### src/rtl/bus_downsizer.sv
// bus_downsizer
//   Width-reducing stream adapter. Accepts one S_DATA_WIDTH-bit word per
//   valid/ready handshake and emits it as RATIO = S_DATA_WIDTH/M_DATA_WIDTH
//   narrow beats, most-significant slice first. This is the transmit-side
//   counterpart of bus_upsizer, so a downsizer feeding an upsizer with the
//   same parameters reproduces the original word.
//
// Parameters
//   S_DATA_WIDTH : wide input word width (integer multiple of M_DATA_WIDTH)
//   M_DATA_WIDTH : narrow output beat width (RATIO must be >= 2)
//
// Ports
//   clock  : single clock, rising edge
//   reset  : synchronous, active-high
//   s_val  : s_data is valid
//   s_data : wide input word
//   s_rdy  : word is accepted this cycle (combinational from m_rdy only)
//   m_val  : m_data is valid (registered)
//   m_data : current narrow beat (registered)
//   m_last : current beat is the last slice of its word (registered)
//   m_rdy  : downstream accepts m_data this cycle

module bus_downsizer #(
    parameter int S_DATA_WIDTH = 32,
    parameter int M_DATA_WIDTH = 8
) (
    input  logic                    clock,
    input  logic                    reset,
    input  logic                    s_val,
    input  logic [S_DATA_WIDTH-1:0] s_data,
    output logic                    s_rdy,
    output logic                    m_val,
    output logic [M_DATA_WIDTH-1:0] m_data,
    output logic                    m_last,
    input  logic                    m_rdy
);

    localparam int RATIO = S_DATA_WIDTH / M_DATA_WIDTH;
    localparam int CW    = $clog2(RATIO);
    localparam logic [CW-1:0] LAST_BEAT = CW'(RATIO - 1);

    typedef enum logic {
        IDLE = 1'b0,
        SEND = 1'b1
    } state_t;

    state_t                  state;
    state_t                  next_state;
    logic [S_DATA_WIDTH-1:0] hold;
    logic [S_DATA_WIDTH-1:0] next_hold;
    logic [CW-1:0]           k;
    logic [CW-1:0]           next_k;
    logic                    s_hs;
    logic                    m_hs;

    // A new word can enter while idle, or on the cycle the final beat leaves.
    assign s_rdy = (state == IDLE) || (m_rdy && m_last);

    assign s_hs = s_val && s_rdy;
    assign m_hs = m_val && m_rdy;

    // A slave handshake can only coincide with the final-beat handshake, so
    // the load below simply overrides the return-to-idle decision.
    always_comb begin
        next_state = state;
        next_hold  = hold;
        next_k     = k;
        if (m_hs) begin
            if (k == LAST_BEAT) begin
                next_state = IDLE;
                next_k     = '0;
            end else begin
                next_k = k + CW'(1);
            end
        end
        if (s_hs) begin
            next_state = SEND;
            next_hold  = s_data;
            next_k     = '0;
        end
    end

    // Outputs are registered from the next-state values so that m_val,
    // m_data and m_last have no combinational path from the inputs.
    always_ff @(posedge clock) begin
        if (reset) begin
            state  <= IDLE;
            hold   <= '0;
            k      <= '0;
            m_val  <= 1'b0;
            m_data <= '0;
            m_last <= 1'b0;
        end else begin
            state  <= next_state;
            hold   <= next_hold;
            k      <= next_k;
            m_val  <= (next_state == SEND);
            m_last <= (next_state == SEND) && (next_k == LAST_BEAT);
            m_data <= next_hold[S_DATA_WIDTH - 1 - M_DATA_WIDTH * int'(next_k) -: M_DATA_WIDTH];
        end
    end

endmodule

### config.mk
export PLATFORM = sky130hd
export DESIGN_NAME = bus_downsizer
export DESIGN_NICKNAME = d
export VERILOG_FILES = /design/src/rtl/bus_downsizer.sv
export SDC_FILE = /design/constraint.sdc
export NUM_CORES = 1
export LEC_CHECK = 0
export CAP_MARGIN = 20
export CORE_MARGIN = 1
export CORE_UTILIZATION = 44
export CTS_CLUSTER_SIZE = 14
export DETAILED_ROUTE_END_ITERATION = 8
export MAX_ROUTING_LAYER = met4
export PLACE_DENSITY = 0.75
export SYNTH_ARGS = -nofsm -noshare
export SYNTH_HDL_FRONTEND = slang
export SYNTH_SLANG_ARGS = --single-unit
### constraint.sdc
create_clock -name clock -period 1.75 [get_ports clock]
set_input_delay 0.175 -clock clock [delete_from_list [all_inputs] [get_ports clock]]
set_output_delay 0.175 -clock clock [all_outputs]
set_load 0.1 [all_outputs]
==> impl_metrics.xml <==
<?xml version="1.0" encoding="UTF-8"?>
<metrics>
  <group name="timing">
    <metric name="min_period_over_period" unit="%">93.4</metric>
    <metric name="setup_tns" unit="ns">0</metric>
    <metric name="fin_skew" unit="ns">0.00323</metric>
    <metric name="relSlewSlack" unit="%">81.4</metric>
    <metric name="final.setup.worst_slack" unit="ns">0.115</metric>
    <metric name="layout_min_cycle_time" unit="ns">1.63</metric>
    <metric name="unrepaired_setup_endpoints_after_global_routing" unit="">no</metric>
    <metric name="fin_worst_hold_slack" unit="ns">0.429</metric>
    <metric name="fmaxAchievable" unit="GHz">0.612</metric>
    <metric name="hold_violations" unit="">0</metric>
    <metric name="finalSetupViolCount" unit="">0</metric>
    <metric name="tightest_slew" unit="ns">0.281</metric>
    <metric name="final-max-slew-violation-count" unit="">0</metric>
  </group>
  <group name="floorplan">
    <metric name="die_area" unit="µm²">4590</metric>
    <metric name="initial_utilization" unit="%">46.6</metric>
    <metric name="coreArea" unit="µm²">4090</metric>
    <metric name="fp.dieH" unit="µm">67.8</metric>
    <metric name="floorplan.io_pins" unit="">47</metric>
    <metric name="chipWidth" unit="µm">67.8</metric>
    <metric name="core.rowCount" unit="">23</metric>
  </group>
  <group name="worst_setup_path">
    <metric name="crit_path_top_delay_cell" unit="">sky130_fd_sc_hd__dfxtp_1</metric>
    <metric name="critPathArrivalTime" unit="ns">1.80</metric>
    <metric name="critical_path_source_type" unit="">register</metric>
    <metric name="required_time_of_the_critical_path" unit="ns">1.92</metric>
    <metric name="worst-path-buf-inv" unit="">0</metric>
    <metric name="setup.reg_to_reg.worst_slack" unit="ns">0.12</metric>
    <metric name="slowest_delay" unit="ns">0.32</metric>
    <metric name="critical_path.top_delay_family" unit="">simple AND/OR/NAND/NOR gates</metric>
    <metric name="endpoint_kind_of_the_worst_setup_timing_path" unit="">register</metric>
    <metric name="critical_path.cell_chain" unit="">ha_1 -&gt; nand4bb_4 -&gt; and2_4 -&gt; a211oi_1 -&gt; o32ai_1</metric>
    <metric name="critical_path.max_fanout" unit="">16</metric>
    <metric name="worstSetupPathType" unit="">register to register</metric>
  </group>
  <group name="clock_network">
    <metric name="hold_buffers" unit="">0</metric>
    <metric name="number_of_post_cts_setup_repair_buffers" unit="">0</metric>
    <metric name="worstSkewPairLatency" unit="ns">0.29</metric>
    <metric name="cells_resized_by_post_cts_repair" unit="">0</metric>
    <metric name="cts_max_path_buffers" unit="">2</metric>
    <metric name="clock-root-buffer" unit="">sky130_fd_sc_hd__clkbuf_8</metric>
    <metric name="clock_sink_count" unit="">44</metric>
    <metric name="cts_tree" unit="">built</metric>
    <metric name="numCtsBuffers" unit="">5</metric>
    <metric name="clk_pin_slew" unit="ns">0.08</metric>
    <metric name="htree_levels" unit="">2</metric>
  </group>
  <group name="logic_synthesis">
    <metric name="ys_ff_latch" unit="">44</metric>
    <metric name="synth.yosys.seq_area_share" unit="%">46.3</metric>
    <metric name="synth-warning-count" unit="">0</metric>
    <metric name="syn_area_per_cell" unit="µm²">8.50</metric>
    <metric name="number_of_nets_produced_by_synthesis" unit="">261</metric>
    <metric name="synthesis.instances" unit="">224</metric>
    <metric name="synth_top_area_cell" unit="">sky130_fd_sc_hd__dfxtp_1</metric>
    <metric name="cell_types_occupying_the_most_area_after_synthesis" unit="">sky130_fd_sc_hd__dfxtp_1 (46%), sky130_fd_sc_hd__nand2_1 (14%), sky130_fd_sc_hd__a21oi_1 (8.9%)</metric>
    <metric name="synth.cell_area" unit="µm²">1900</metric>
    <metric name="synth_largest_type_area_fraction" unit="%">46.3</metric>
    <metric name="synth_cell_type_count" unit="">34</metric>
  </group>
  <group name="layout">
    <metric name="fillCellCount" unit="">391</metric>
    <metric name="finalInstanceArea" unit="µm²">2530</metric>
    <metric name="final_nets" unit="">312</metric>
    <metric name="mostFrequentLayoutCell" unit="">sky130_fd_sc_hd__nand2_1</metric>
    <metric name="layout-drive-gt1-share" unit="%">14.5</metric>
    <metric name="syn2layout_area_growth" unit="%">32.9</metric>
    <metric name="antenna_cells_inserted" unit="">0</metric>
    <metric name="final_cell_mix" unit="">sky130_fd_sc_hd__nand2_1 (69), sky130_fd_sc_hd__dfxtp_1 (42), sky130_fd_sc_hd__clkdlybuf4s50_1 (35)</metric>
  </group>
  <group name="global_route">
    <metric name="antenna_found_initial" unit="">0</metric>
    <metric name="via_count_of_the_first_global_routing_pass" unit="">1620</metric>
    <metric name="grt_max_degree" unit="">42</metric>
    <metric name="residual_overflow_from_global_routing" unit="">0</metric>
    <metric name="wire_length_of_the_first_global_routing_pass" unit="µm">6920</metric>
    <metric name="grt_usage" unit="%">21.1</metric>
  </group>
  <group name="detailed_routing">
    <metric name="routed-via-count" unit="">1697</metric>
    <metric name="routed_wl" unit="µm">4210</metric>
    <metric name="drtIter0Drc" unit="">87</metric>
    <metric name="route.detailed.vias_per_inst" unit="">5.21</metric>
    <metric name="drc" unit="">0</metric>
    <metric name="ant_nets" unit="">0</metric>
    <metric name="drt-pass1-iter-count" unit="">4</metric>
    <metric name="drt-wirelength-per-cell" unit="µm">12.9</metric>
  </group>
  <group name="power_and_ir_drop">
    <metric name="ir_drop" unit="mV">0.640</metric>
    <metric name="post-layout-total-power" unit="mW">2.20</metric>
    <metric name="power-per-cell-area" unit="nW/µm²">871</metric>
    <metric name="leakagePower" unit="nW">1.01</metric>
  </group>
  <group name="flow_run">
    <metric name="cap_violations" unit="">0</metric>
  </group>
  <group name="placement">
    <metric name="portBuffers" unit="">46</metric>
    <metric name="detailedPlacementHpwl" unit="µm">3020</metric>
    <metric name="globalplace.congestion" unit="">0.780</metric>
    <metric name="post_dp_cell_area" unit="µm²">2450</metric>
    <metric name="detailedPlace.worstSlack" unit="ns">-0.0269</metric>
  </group>
  <group name="worst_hold_path">
    <metric name="hp-class" unit="">input port to register</metric>
  </group>
  <group name="status">
    <metric name="run_status" unit="">finished, final reports clean</metric>
  </group>
</metrics>
==> synthesized netlist by cell type, drive strengths merged <==
cell	count
a211o	1
a211oi	8
a21bo	2
a21boi	7
a21o	1
a21oi	34
and2	4
buf	12
clkbuf	5
dfxtp	44
ha	1
inv	2
mux2i	8
nand2	69
nand3	1
nand3b	1
nand4	1
nand4bb	1
nor2	8
nor2b	1
o2111a	1
o2111ai	1
o211ai	1
o21ai	1
o22ai	1
o32ai	7
or3b	1
==> worst paths after layout <==
check	startpoint	endpoint	cells past startpoint
setup / recovery	k[0]	m_data[2]	5
hold / removal	s_data[17]	hold[17]	3
setup reg to reg	k[0]	m_data[2]	5
hold reg to reg	hold[2]	hold[2]	2
==> report_power, final <==
| part | switching [mW] | internal [mW] |
|---|---|---|
| registers | 0.0358 | 1.06 |
| clock network | 0.310 | 0.278 |
| logic | 0.307 | 0.210 |
| total | 0.653 | 1.55 |
==> tightest hold or removal path: cells and delay by family <==
kind	cells	cell delay, ns
AO/OA/AOI/OAI	1	0.05
buffers and inverters	1	0.39
AND/OR/NAND/NOR	1	0.05
==> flip-flops by register name (all words and copies together), names as in the netlist <==
register,cells
hold,32
k,2
m_data,8
m_last,1
state,1
==> final cells by class <==
| type | instances | area, µm² | area share, % |
|---|---|---|---|
| Tap cell | 50 | 62.6 | 2.47 |
| Clock inverter | 1 | 3.75 | 0.148 |
| Timing Repair Buffer | 61 | 583 | 23.0 |
| Clock buffer | 7 | 76.3 | 3.02 |
| Inverter | 2 | 7.51 | 0.297 |
| Multi-Input combinational cell | 161 | 908 | 35.9 |
| Sequential cell | 44 | 888 | 35.1 |
==> cells by family after synthesis <==
family                   share of synthesized area, %
AND/OR/NAND/NOR                                  19.9
AO/OA/AOI/OAI                                    22.7
flip-flops                                       46.3
buffers and inverters                            6.31
multiplexers                                     4.21
adder cells (fa/ha/maj)                         0.657
==> stage by stage <==
step | cells | util (%)
after global routing | 326 | 61.9
final | 326 | 61.9
after floorplan | 224 | -
after global placement | 318 | 60.0
after detailed placement | 318 | 60.0
after CTS | 326 | 61.9
==> metal layers <==
metal	vias to the layer above	wire length, µm	global-route usage (%)
met2	53	2110	35.5
met5	-	0	-
met4	0	31	8.24
met1	773	1850	24.0
met3	4	216	4.73
li1	867	-	-
Note: power is estimated with default switching activity, not from simulation.
